## config.mk

```make
export PLATFORM = sky130hd
export DESIGN_NAME = video_timing_gen
export DESIGN_NICKNAME = d
export VERILOG_FILES = /design/src/rtl/video_pkg.sv /design/src/rtl/mod_counter.sv /design/src/rtl/video_timing_gen.sv
export SDC_FILE = /design/constraint.sdc
export NUM_CORES = 1
export LEC_CHECK = 0
export ABC_AREA = 1
export CAP_MARGIN = 20
export CORE_ASPECT_RATIO = 2
export CORE_MARGIN = 3
export CORE_UTILIZATION = 45
export DETAILED_ROUTE_END_ITERATION = 16
export PLACE_DENSITY = 0.75
export SLEW_MARGIN = 40
export SYNTH_ARGS = -nofsm -noshare
export SYNTH_HDL_FRONTEND = slang
export SYNTH_SLANG_ARGS = --single-unit
```

## constraint.sdc

```tcl
create_clock -name clk -period 1.6 [get_ports clk]
set_clock_uncertainty 0.05 [all_clocks]
set_input_delay 0.32 -clock clk [delete_from_list [all_inputs] [get_ports clk]]
set_output_delay 0.32 -clock clk [all_outputs]
set_load 0.03 [all_outputs]
```

## src/rtl/video_pkg.sv

```systemverilog
// video_pkg: shared raster timing constants, beam position type and sync window helper.
package video_pkg;
  localparam int VCNT_W = 9;
  localparam int H_TOTAL = 384;
  localparam int H_ACTIVE = 256;
  localparam int H_SYNC_START = 296;
  localparam int H_SYNC_WIDTH = 32;
  localparam int V_TOTAL = 262;
  localparam int V_ACTIVE = 240;
  localparam int V_SYNC_START = 244;
  localparam int V_SYNC_WIDTH = 4;
  typedef struct packed {
    logic [VCNT_W-1:0] h;
    logic [VCNT_W-1:0] v;
  } raster_pos_t;
  // Half-open window; a window running past the total is clipped because the count never gets there.
  function automatic logic in_win(logic [10:0] x, logic [10:0] s, logic [10:0] w);
    return (x >= s) && (x < s + w);
  endfunction
endpackage

```

## src/rtl/mod_counter.sv

```systemverilog
// mod_counter: enabled modulo-N counter with terminal-count ripple output.
module mod_counter
  import video_pkg::*;
#(
  parameter int WID = VCNT_W,
  parameter int MODULUS = 384
) (
  input  logic           clk,
  input  logic           reset,
  input  logic           en,
  output logic [WID-1:0] q,
  output logic           tc
);
  localparam logic [WID-1:0] LAST = WID'(MODULUS - 1);
  assign tc = en & (q == LAST);
  always_ff @(posedge clk)
    q <= reset ? '0 : tc ? '0 : en ? q + WID'(1) : q;
endmodule

```

## src/rtl/video_timing_gen.sv

```systemverilog
// video_timing_gen: chained h/v raster counters with co-registered blank/sync decode and line/frame strobes.
module video_timing_gen #(
  parameter int H_TOTAL = video_pkg::H_TOTAL,
  parameter int H_ACTIVE = video_pkg::H_ACTIVE,
  parameter int H_SYNC_START = video_pkg::H_SYNC_START,
  parameter int H_SYNC_WIDTH = video_pkg::H_SYNC_WIDTH,
  parameter int V_TOTAL = video_pkg::V_TOTAL,
  parameter int V_ACTIVE = video_pkg::V_ACTIVE,
  parameter int V_SYNC_START = video_pkg::V_SYNC_START,
  parameter int V_SYNC_WIDTH = video_pkg::V_SYNC_WIDTH
) (
  input  logic                         clk,
  input  logic                         reset,
  input  logic                         pix_ce,
  output logic [video_pkg::VCNT_W-1:0] hcount,
  output logic [video_pkg::VCNT_W-1:0] vcount,
  output logic                         hblank,
  output logic                         vblank,
  output logic                         hsync_n,
  output logic                         vsync_n,
  output logic                         line_start,
  output logic                         frame_start
);
  import video_pkg::*;
  if (H_ACTIVE > H_TOTAL || V_ACTIVE > V_TOTAL) begin : g_bad_active
    $error("active region exceeds total");
  end
  if (H_TOTAL > 512 || V_TOTAL > 512 || H_TOTAL < 2 || V_TOTAL < 2) begin : g_bad_total
    $error("total out of range 2..512");
  end
  if (H_SYNC_WIDTH < 1 || V_SYNC_WIDTH < 1) begin : g_bad_sync
    $error("sync width must be at least 1");
  end
  localparam logic [10:0] HA = 11'(H_ACTIVE);
  localparam logic [10:0] VA = 11'(V_ACTIVE);
  localparam logic [10:0] HSS = 11'(H_SYNC_START);
  localparam logic [10:0] HSW = 11'(H_SYNC_WIDTH);
  localparam logic [10:0] VSS = 11'(V_SYNC_START);
  localparam logic [10:0] VSW = 11'(V_SYNC_WIDTH);
  logic h_tc, v_tc;
  raster_pos_t nxt;
  mod_counter #(.WID(VCNT_W), .MODULUS(H_TOTAL)) u_hcnt (
    .clk(clk), .reset(reset), .en(pix_ce), .q(hcount), .tc(h_tc)
  );
  mod_counter #(.WID(VCNT_W), .MODULUS(V_TOTAL)) u_vcnt (
    .clk(clk), .reset(reset), .en(h_tc), .q(vcount), .tc(v_tc)
  );
  // Decode from the next-state position so the flags land on the same edge as the counters.
  always_comb begin
    nxt.h = reset ? '0 : h_tc ? '0 : pix_ce ? hcount + VCNT_W'(1) : hcount;
    nxt.v = reset ? '0 : v_tc ? '0 : h_tc ? vcount + VCNT_W'(1) : vcount;
  end
  always_ff @(posedge clk) begin
    if (reset) begin
      hblank  <= 1'b0;
      vblank  <= 1'b0;
      hsync_n <= 1'b1;
      vsync_n <= 1'b1;
    end else begin
      hblank  <= {2'b0, nxt.h} >= HA;
      vblank  <= {2'b0, nxt.v} >= VA;
      hsync_n <= !in_win({2'b0, nxt.h}, HSS, HSW);
      vsync_n <= !in_win({2'b0, nxt.v}, VSS, VSW);
    end
  end
  assign line_start = pix_ce & (hcount == '0);
  assign frame_start = line_start & (vcount == '0);
endmodule

```

; ---- After elaboration in Yosys (flattened, before gate mapping)
; Index checks and enable logic that the tools add are counted.
[op_classes]
n_addsub = 2
magnitude_cmp = 6
n_eq_ne = 2
n_mux = 6
bitwise_logic = 4
n_reduce_logical = 6
[ops]
columns = cell, count
row1 = 9-bit 2-to-1 mux, 6
row2 = 9-bit by 1-bit adder with 9-bit output (second input constant), 2
row3 = 9-bit equality test (second input constant), 2
row4 = 9-bit by 8-bit greater-or-equal comparator with 1-bit output (second input constant), 2
row5 = 9-bit greater-or-equal comparator (second input constant), 2
row6 = 9-bit logical NOT, 2
row7 = 9-bit by 8-bit < comparator with 1-bit output (second input constant), 1
row8 = 9-bit < comparator (second input constant), 1
row9 = 1-bit bitwise AND, 4
row10 = 1-bit logical AND, 2
row11 = 1-bit logical NOT, 2
[word_totals]
ff_bits = 22
inputBits = 3
word_cells = 32

; ---- Depth between registers and ports, before layout
; Gate-level depths: netlist of run 1.
[depth]
word_depth = 8
mapped_depth = 11
depth_no_buf = 11

; ---- Cells and area by module
; Synthesis of run 1 repeated with hierarchy kept, for this count alone.
[hier_totals]
hier_cells = 255
area_unflattened_um2 = 1654.1
[modules_own_cells]
columns = mod, n_inst, cells_each, area_each_um2, seq_area_each_um2
row1 = video_timing_gen, 1, 117, 679.4, 80.1
row2 = mod_counter at u_vcnt, 1, 75, 515.5, 180.2
row3 = mod_counter at u_hcnt, 1, 63, 459.2, 180.2

; ---- Worst setup path after synthesis of run 1
; No wires, ideal clock.
[synth_path]
kind = register to output
startpoint = register u_hcnt.q[2]
endpoint = output frame_start
arrival_time_ps = 1536
required_time_ps = 1230
path_slack_ps = -306
path_stages_with_launch = 4
path_buffers = 0
cell_sequence = dfxtp_1 > nor4_1 > nand3_1 > nor3_1
[synth_between]
elab_chain_cells = 3
[synth_rtl]
columns = item, line
row1 = "start, declared", mod_counter.sv:11  ; output logic [WID-1:0] q,
row2 = "start signal, assigned", mod_counter.sv:17  ; q <= reset ? '0 : tc ? '0 : en ? q + WID'(1) : q;
row3 = 9-bit logical NOT, video_timing_gen.sv:66  ; assign line_start = pix_ce & (hcount == '0);
row4 = 1-bit bitwise AND, video_timing_gen.sv:66
row5 = 1-bit bitwise AND, video_timing_gen.sv:67  ; assign frame_start = line_start & (vcount == '0);
row6 = "end, declared", video_timing_gen.sv:22  ; output logic frame_start
; Every way passes these cells.

; ---- Final worst setup path of run 1
; Same ends and word-level chain as after synthesis.

==> run_results.csv, run 1 <==
group,metric,value,unit
outcome,status,"finished, violations left",
routing,num_vias,1431,
routing,wirelength,3900,um
power_and_ir_drop,sw_frac_of_total,0.232,
place,gp_congestion,0.955,
global_route,grt_pass1_vias,1464,
synth,yosys_warnings,0,
sta,max_slew.worst_pin.slew,316,ps
global_route,grt_first_pass_wirelength,6290,um
sta,finalMaxSlewViolations,0,
global_route,antenna_found_initial,0,
power_and_ir_drop,p_comb_frac,0.116,
critical_path,cp_data_required_time,1230,ps
clocking,cts_max_level,1,
global_route,grt-ovfl-total,0,
synth,netlist.area_leader.share,0.345,
sta,min_period,1780,ps
synth,synth_top_area_cell,"dfxtp_1",
synth,avgSynthCellArea,6.64,um^2
outcome,violations,"negative setup slack",
clocking,cts_buffers,3,
sta,setup_violations,3,
die,die_h,81.3,um
routing,first_iter_violations,45,
finish,final.fill_count,202,
sta,finalSetupTns,-298,ps
job,max-cap-violations,0,
power_and_ir_drop,power_density,545,nW/um^2
die,die_w,43.6,um
power_and_ir_drop,seq_power_share,0.519,
power_and_ir_drop,power_frac_clock,0.366,
critical_path,critPathLaunch,"u_hcnt.q[2]",
worst_hold_path,hp-start,"pix_ce",
routing,postRouteAntennaNets,0,
power_and_ir_drop,total_switching_power,0.249,mW
finish,area_growth,54.4,%
sta,finalWorstSetupSlack,-179,ps
routing,drtPass1Iterations,4,
finish,finalNonFillerCells,280,
power_and_ir_drop,peakVddDrop,0.506,mV
routing,drc,0,
synth,syn_nets,200,
critical_path,critPathCaptureType,"output port",
die,core,2640,um^2
die,start_util,0.484,
sta,finalCritPeriodShare,1.11,
sta,holdWs,480,ps
clocking,root_buffer,"clkbuf_8",
global_route,gr-usage-all-layers,0.229,
clocking,cts.clk_slew.worst_paths,80,ps
die,ioPinCount,27,
power_and_ir_drop,power,1.07,mW
sta,fmax,562,MHz
power_and_ir_drop,p_leak,1.11,nW
critical_path,rrSetupSlack,-40,ps
die,rows,26,
routing,routed_via_density,5.11,
critical_path,cp.arrival,1410,ps
place,dp_hpwl,2810,um
sta,rsz0062_at_grt,"yes",
clocking,clockBufferDepth,2,
synth,synth_area,1270,um^2
finish,final_core_util,0.747,
synth,synthCells,192,
routing,dr_wl_met3,109,um
power_and_ir_drop,internal_power,0.824,mW
synth,yosys-top-cells-area,"dfxtp_1 (35%), nand2_1 (16%), inv_1 (11%), nor2_1 (6.5%), nand3_1 (5.1%)",
worst_hold_path,hold_path_class,"primary input to flip-flop",
global_route,grt_max_degree,13,
routing,routed-wl-met2,2180,um
synth,ys_types,24,
sta,relSlewSlack,0.790,
sta,hold_viol,0,
critical_path,path_max_fanout,5,
critical_path,criticalPathCategory,"flip-flop to output port",
clocking,clock_sinks,22,
clocking,cts_tree,"yes",
place,dp_cells,271,
critical_path,critPathLaunchType,"flip-flop",
routing,highest-signal-layer,"met4",
critical_path,r2r_start,"u_hcnt.q[0]",
routing,wl_per_cell,13.9,um
finish,diodes,0,
place,io_buffers,26,
finish,drive_gt1_frac,0.325,
routing,drt-met1-wl,1430,um
synth,ys_seq_elements,22,
finish,finalNetCount,261,
die,dieArea,3550,um^2
synth,synth.yosys.seq_area_share,0.345,
clocking,clock_latency,260,ps
==> logic make-up after synthesis <==
| logic type | synth area share |
|---|---|
| AO/OA/AOI/OAI | 0.0667 |
| XOR/XNOR | 0.0275 |
| adder cells (fa/ha/maj) | 0.0491 |
| buffers and inverters | 0.112 |
| flip-flops | 0.345 |
| AND/OR/NAND/NOR | 0.399 |
==> critical path, cell delays in order, from the launching register on <==
cell and delay [ps]:
dfxtp_4 380, nor4_4 270, nand3_2 130, nor3_2 190, buf_4 190
==> cells in the final DEF, fill, tap and decap left out, drive strengths merged <==
| master | n |
|---|---|
| o21ai | 7 |
| nand3b | 1 |
| a21oi | 4 |
| a211oi | 1 |
| clkdlybuf4s50 | 1 |
| o21bai | 1 |
| buf | 32 |
| clkbuf | 4 |
| nand3 | 17 |
| o21a | 1 |
| inv | 38 |
| nand4 | 3 |
| nor4 | 2 |
| nor2 | 26 |
| ha | 5 |
| nor3 | 1 |
| dlygate4sd2 | 22 |
| dfxtp | 22 |
| nand2 | 59 |
| a21o | 1 |
| xor2 | 4 |
==> registers in the layout (all words and copies together), names as in the netlist <==
name	cells
hblank	1
hsync_n	1
u_hcnt.q	9
u_vcnt.q	9
vblank	1
vsync_n	1
==> layout make-up <==
| type | instances | area [um^2] | share of cell area |
|---|---|---|---|
| Multi-Input combinational cell | 133 | 801 | 0.407 |
| Sequential cell | 22 | 465 | 0.236 |
| Timing Repair Buffer | 55 | 464 | 0.236 |
| Inverter | 38 | 148 | 0.0750 |
| Clock buffer | 4 | 55.1 | 0.0280 |
| Tap cell | 28 | 35.0 | 0.0178 |
==> worst paths after layout <==
check | end | cells past startpoint
worst min register to register | u_vcnt.q[4] | 2
worst max register to register | vsync_n | 10
worst min-delay path | u_hcnt.q[4] | 5
worst max-delay path | frame_start | 4
==> what timing repair did <==
item	CTS	global route
hold buffers	0	0
setup endpoints to repair	34	11
pin swaps	9	13
resized for setup	49	16
cloned	0	1
buffers inserted	0	4
==> Yosys cell counts <==
master / n
nor2_8: 1
a21o_1: 1
nand3_4: 1
nand2_4: 1
nand2_2: 3
o21bai_1: 1
nand3b_1: 1
nand3_1: 13
nor3_1: 1
a21oi_1: 4
nor2_2: 2
nand2_1: 55
nor4_1: 2
ha_1: 5
o21a_1: 1
a211oi_1: 1
dfxtp_1: 22
nor2_1: 22
nand3_2: 2
nand4_1: 3
xor2_1: 4
inv_1: 38
nor2_4: 1
o21ai_0: 7
==> power groups by stage <==
stage               registers, mW  clock network [mW]  logic [mW]
floorplan                   0.580                   0      0.0380
global placement            0.568                   0       0.104
detailed placement          0.568                   0       0.105
CTS                         0.557               0.400       0.117
global route                0.557               0.422       0.134
finish                      0.556               0.392       0.124
==> routing by layer <==
layer / GRT usage / up-vias
met5: 0 / -
met4: 0.109 / 0
met3: 0.0155 / 18
met2: 0.442 / 49
met1: 0.235 / 653
li1: - / 711
==> metrics by stage <==
| stage | cell area, um^2 | setup WS, ps |
|---|---|---|
| after floorplan | 1290 | -64.2 |
| after global placement | 1780 | -428 |
| after detailed placement | 1780 | -437 |
| after CTS | 1890 | -196 |
| after global routing | 1970 | -309 |
| final | 1970 | -179 |
Power figures use the tool's default switching activity.
==> run 2, diff against run 1 <==
--- a/config.mk
+++ b/config.mk
@@ -8,7 +8,7 @@
 export ABC_AREA = 1
 export CAP_MARGIN = 20
 export CORE_ASPECT_RATIO = 2
-export CORE_MARGIN = 3
+export CORE_MARGIN = 4
 export CORE_UTILIZATION = 45
 export DETAILED_ROUTE_END_ITERATION = 16
 export PLACE_DENSITY = 0.75
==> run 2 against run 1 <==
The flow still finishes with violations (negative setup slack). Fmax increased by 2.0%. Total power grew 5.2%. Sequential power down 1%. Via count is 0.84% lower. Final cell count is 0.36% lower. Critical path depth increased by 2. Critical endpoint unchanged. Routed wire length shrank 5.3%. Combinational power decreased by 5%. Worst setup slack better by 34 ps. Cell area shrank 0.95%. Sequential share of layout area is 0.55 points higher. Global-route usage shrank 3.9 points.
==> run_results.csv, run 2 (synthesis results as in run 1) <==
group,metric,value,unit
outcome,status,"finished, violations left",
outcome,violations,"negative setup slack",
die,rows,27,
sta,max_slew.worst_pin.slew,314,ps
critical_path,r2r_start,"u_hcnt.q[0]",
clocking,clock_latency,270,ps
global_route,antenna_found_initial,0,
routing,first_iter_violations,43,
clocking,cts_tree,"yes",
place,dp_hpwl,2640,um
routing,routed_via_density,5.09,
routing,drt-met1-wl,1250,um
die,dieArea,3800,um^2
sta,rsz0062_at_grt,"yes",
job,max-cap-violations,0,
place,dp_cells,268,
place,io_buffers,26,
routing,routed-wl-met2,2110,um
critical_path,critPathLaunchType,"flip-flop",
clocking,cts.clk_slew.worst_paths,80,ps
global_route,gr-usage-all-layers,0.191,
finish,diodes,0,
sta,finalCritPeriodShare,1.09,
global_route,grt-ovfl-total,0,
critical_path,rrSetupSlack,-50,ps
global_route,grt_max_degree,14,
place,gp_congestion,0.933,
die,ioPinCount,27,
worst_hold_path,hold_path_class,"primary input to flip-flop",
finish,final_core_util,0.712,
sta,holdWs,476,ps
sta,finalWorstSetupSlack,-145,ps
clocking,cts_max_level,1,
critical_path,criticalPathCategory,"flip-flop to output port",
routing,postRouteAntennaNets,0,
clocking,ctsHoldBuffers,0,
critical_path,cp.arrival,1370,ps
critical_path,r2r_cells,10,
die,start_util,0.466,
critical_path,path_max_fanout,4,
finish,drive_gt1_frac,0.316,
power_and_ir_drop,power_density,579,nW/um^2
die,die_h,83.3,um
finish,area_growth,52.9,%
routing,wirelength,3700,um
clocking,clockBufferDepth,2,
finish,layout_common_cells,"nand2_1 (50), inv_1 (34), buf_4 (27), dlygate4sd2_1 (21), nor2_1 (19)",
critical_path,cp-endpoint,"frame_start",
routing,dr_wl_met3,158,um
sta,min_period,1740,ps
finish,final_common_cell,"nand2_1",
sta,hold_viol,0,
global_route,grt_pass1_vias,1374,
finish,final.fill_count,216,
sta,fmax,573,MHz
clocking,root_buffer,"clkbuf_8",
finish,stdcell_area,1950,um^2
critical_path,critPathLaunch,"u_hcnt.q[1]",
critical_path,r2r-end,"vsync_n",
routing,num_vias,1419,
die,core,2740,um^2
routing,highest-signal-layer,"met4",
power_and_ir_drop,peakVddDrop,0.472,mV
place,placed_area,1740,um^2
finish,finalNetCount,259,
sta,finalMaxSlewViolations,0,
power_and_ir_drop,p_leak,1.12,nW
global_route,grt_first_pass_wirelength,5480,um
finish,finalNonFillerCells,279,
critical_path,critPathCaptureType,"output port",
critical_path,cp_data_required_time,1230,ps
routing,wl_per_cell,13.2,um
routing,drc,0,
finish,top_regs,"u_hcnt.q x9, u_vcnt.q x9",
clocking,clock_sinks,22,
sta,setup_violations,4,
routing,drtPass1Iterations,4,
die,die_w,45.6,um
power_and_ir_drop,power,1.13,mW
clocking,cts_buffers,3,
sta,relSlewSlack,0.790,
==> run 2: cell types whose count changed in the layout (fill, tap and decap cells not counted), sizes merged <==
cell | previous run | this run
dlymetal6s2s | 0 | 1
buf | 32 | 29
dlygate4sd2 | 22 | 21
clkbuf | 4 | 5
==> run 2: power breakdown <==
| group | switching [mW] | internal [mW] |
|---|---|---|
| logic | 0.0666 | 0.0509 |
| clock network | 0.190 | 0.272 |
| registers | 0.00421 | 0.545 |
==> run 2: critical path: stages, from the launching register on <==
cell and delay (ps):
dfxtp_4 350, buf_4 150, inv_2 70, ha_4 130, nand3_2 80, nor3_2 160, buf_4 180
==> run 2: cell type report <==
cell class                 count  area (um^2)  share of cell area
clock buffer                   4         66.3              0.0340
inverter                      38          143              0.0732
multi-input combinational    133          796               0.408
sequential                    22          472               0.242
tap                           29         36.3              0.0186
timing repair buffer          53          437               0.224
==> run 2: metal layers <==
layer / track usage / up-vias
met3: 0.0304 / 15
met1: 0.172 / 646
li1: - / 706
met4: 0.131 / 0
met5: 0 / -
met2: 0.345 / 52
==> run 2: metrics by stage <==
step / worst slack (ps) / setup TNS, ps
global route: -219 / -865
detailed placement: -434 / -5410
CTS: -242 / -473
floorplan: -64.2 / -102
global placement: -388 / -4970
finish: -145 / -295
==> run 2: worst min path at each step <==
stage                      from           to  slack [ps]  depth (start not counted)
global placement    u_hcnt.q[2]  u_hcnt.q[2]         500                          2
floorplan                 reset  u_hcnt.q[2]         330                          1
finish                   pix_ce  u_hcnt.q[2]         480                          5
detailed placement  u_hcnt.q[2]  u_hcnt.q[2]         490                          2
global route        u_vcnt.q[4]  u_vcnt.q[4]         530                          2
CTS                 u_vcnt.q[6]  u_vcnt.q[6]         490                          2
==> run 2: what timing repair did <==
| action | in CTS | in global routing |
|---|---|---|
| endpoints found under the hold margin | 0 | 0 |
| cloned | 0 | 1 |
| gates resized for setup | 38 | 25 |
| pin swaps | 7 | 9 |
| setup buffers | 2 | 4 |
| setup endpoints to repair | 30 | 14 |
==> run 3, diff against run 2 <==
--- a/config.mk
+++ b/config.mk
@@ -9,10 +9,11 @@
 export CAP_MARGIN = 20
 export CORE_ASPECT_RATIO = 2
 export CORE_MARGIN = 4
-export CORE_UTILIZATION = 45
+export CORE_UTILIZATION = 35
 export DETAILED_ROUTE_END_ITERATION = 16
-export PLACE_DENSITY = 0.75
+export GPL_TIMING_DRIVEN = 0
 export SLEW_MARGIN = 40
 export SYNTH_ARGS = -nofsm -noshare
 export SYNTH_HDL_FRONTEND = slang
+export SYNTH_HIERARCHICAL = 1
 export SYNTH_SLANG_ARGS = --single-unit
==> run 3 against run 2 <==
The run still ends with negative setup slack left. Clock power fell by 11%. Largest cell class unchanged. Utilization fell by 20 points. Fmax fell by 5.4%. Total power fell by 2.7%.
==> run_results.csv, run 3 <==
group,metric,value,unit
synth,yosys_warnings,6,
finish,finalNetCount,321,
power_and_ir_drop,peakVddDrop,0.388,mV
finish,stdcell_area,2370,um^2
clocking,cts_max_level,1,
synth,syn_nets,265,
sta,finalCritPeriodShare,1.15,
synth,post-synth-top-count-cell,"nand2_1",
critical_path,critPathCaptureType,"flip-flop",
finish,finalNonFillerCells,365,
routing,postRouteAntennaNets,0,
die,start_util,0.360,
sta,holdWs,394,ps
critical_path,slowest_delay,360,ps
place,gp_congestion,0.896,
finish,seq_area,479,um^2
synth,synth_area,1650,um^2
routing,drc,0,
clocking,cts_tree,"yes",
routing,drtPass1Iterations,4,
sta,max_slew.worst_pin.slew,355,ps
sta,finalWorstSetupSlack,-243,ps
finish,final.fill_count,475,
place,preCtsSetupSlack,-1270,ps
synth,synth_top_area_cell,"dfxtp_1",
worst_hold_path,hold_path_class,"primary input to flip-flop",
routing,routed_via_density,4.91,
routing,wl_per_cell,12.5,um
clocking,root_buffer,"clkbuf_8",
power_and_ir_drop,p_comb_frac,0.128,
critical_path,path_max_fanout,6,
sta,fmax,542,MHz
die,die_h,105,um
power_and_ir_drop,total_switching_power,0.277,mW
global_route,grt_pass1_vias,1640,
power_and_ir_drop,internal_power,0.821,mW
sta,finalMaxSlewViolations,0,
sta,hold_viol,0,
finish,diodes,0,
die,core,4600,um^2
sta,setup_violations,10,
place,dp_cells,336,
global_route,grt_first_pass_wirelength,7130,um
job,max-cap-violations,0,
sta,min_period,1840,ps
synth,synth-edff-count,0,
finish,drive_gt1_frac,0.297,
global_route,grt-ovfl-total,0,
sta,finalSetupTns,-1010,ps
die,dieArea,5960,um^2
place,placed_area,2070,um^2
finish,layout_common_cells,"nand2_1 (63), inv_1 (35), nor2_1 (30), buf_4 (23), nand3_1 (19)",
critical_path,cp_data_required_time,1720,ps
sta,relSlewSlack,0.763,
power_and_ir_drop,power_frac_clock,0.372,
global_route,gr-usage-all-layers,0.150,
critical_path,criticalPathCategory,"flip-flop to flip-flop",
outcome,status,"finished, violations left",
power_and_ir_drop,p_leak,1.12,nW
synth,synthCells,255,
clocking,cts.clk_slew.worst_paths,80,ps
finish,final_common_cell,"nand2_1",
finish,top_regs,"u_hcnt/q x9, u_vcnt/q x9",
place,dp_hpwl,3280,um
critical_path,cp_slowest_cell,"dfxtp_4",
finish,multiInputGateArea,1160,um^2
finish,area_growth,43.4,%
clocking,clockBufferDepth,2,
global_route,grt_max_degree,13,
synth,synthTopCellsByCount,"nand2_1 (66), inv_1 (41), nor2_1 (33)",
synth,netlist.area_leader.share,0.266,
critical_path,cp_cell_sequence,"ha_4, nand2_4, inv_6, nand3_4, inv_6, inv_4, nor2_2, nand3_2, inv_2, nor2_4, inv_2, a21oi_2, nand4_1, nor2_1, nand2_1, nand2_1, nand2_1",
synth,synth.yosys.seq_area_share,0.266,
clocking,clock_sinks,22,
global_route,antenna_found_initial,0,
synth,yosys-top-cells-area,"dfxtp_1 (27%), nand2_1 (15%), inv_1 (9.3%), nor2_1 (7.5%), nand3_1 (6.4%)",
critical_path,cp.arrival,1960,ps
routing,num_vias,1791,
place,io_buffers,26,
finish,final_core_util,0.516,
synth,ys_seq_elements,22,
die,die_w,56.6,um
power_and_ir_drop,seq_power_share,0.500,
critical_path,crit_top_cell,"nand2_1",
critical_path,critPathLaunchType,"flip-flop",
outcome,violations,"negative setup slack",
clocking,clock_latency,260,ps
die,rows,35,
power_and_ir_drop,power,1.10,mW
synth,async_reset_ff_frac,0,
routing,first_iter_violations,36,
power_and_ir_drop,power_density,463,nW/um^2
die,ioPinCount,27,
power_and_ir_drop,sw_frac_of_total,0.252,
synth,avgSynthCellArea,6.49,um^2
routing,wirelength,4550,um
synth,ys.flop_type,"dfxtp_1",
synth,ys_types,25,
sta,rsz0062_at_grt,"yes",
clocking,cts_buffers,3,
[run 3: changes by cell type after synthesis, moves of 5 or more]
cell	change
nand2_1	+11
nor2_1	+11
nand3_1	+8
nand4_1	+8
xnor2_1	+8
nor2_4	+6
o21ai_0	-5
[run 3: logic make-up (layout without fill, tap and decap cells)]
group | Yosys count | after routing | synth area share
flip-flops | 22 | 22 | 0.266
AO/OA/AOI/OAI | 11 | 11 | 0.0371
adder cells (fa/ha/maj) | 7 | 7 | 0.0529
XOR/XNOR | 11 | 11 | 0.0582
multiplexers | 1 | 1 | 0.00605
buffers and inverters | 43 | 98 | 0.102
AND/OR/NAND/NOR | 160 | 160 | 0.477
[run 3: final cells by class]
class | instances | area share
plain buffers | 1 | 0.00475
clock buffers | 4 | 0.0232
inverters | 42 | 0.0717
multi-input cells | 190 | 0.489
flip-flops and latches | 22 | 0.202
well taps | 55 | 0.0290
repair buffers | 51 | 0.180
[run 3: final timing paths]
check	endpoint	slack (ps)	from	depth (start not counted)
max reg2reg	vsync_n	-240	u_hcnt/q[0]	17
min reg2reg	u_hcnt/q[5]	470	u_hcnt/q[5]	2
min	u_hcnt/q[0]	390	pix_ce	3
max	vsync_n	-240	u_hcnt/q[0]	17
[run 3: routing by layer]
layer,track usage,vias to the layer above,share of wire
li1,-,913,-
met1,0.138,837,0.37
met2,0.308,35,0.58
met3,0.0208,6,0.029
met4,0.0577,0,0.021
met5,0,-,0
[run 3: power by group through the flow]
stage               Clock [mW]  Combinational [mW]  Sequential (mW)
detailed placement           0               0.117            0.572
CTS                      0.427               0.138            0.551
finish                   0.409               0.140            0.549
global route             0.442               0.153            0.550
global placement             0               0.116            0.572
floorplan                    0              0.0622            0.581
[run 3: critical path, delay by kind of cell (launching register included)]
kind | cells | cell delay (ps)
DFF | 1 | 360
buffers and inverters | 5 | 250
AOI/OAI and AO/OA | 1 | 120
adders and majority gates | 1 | 160
and+or+nand+nor | 10 | 790
[run 3: timing repair]
action,in CTS,in global routing
gates resized for setup,58,16
setup buffers,16,9
setup endpoints to repair,37,17
hold buffers,0,0
pin swaps,9,16
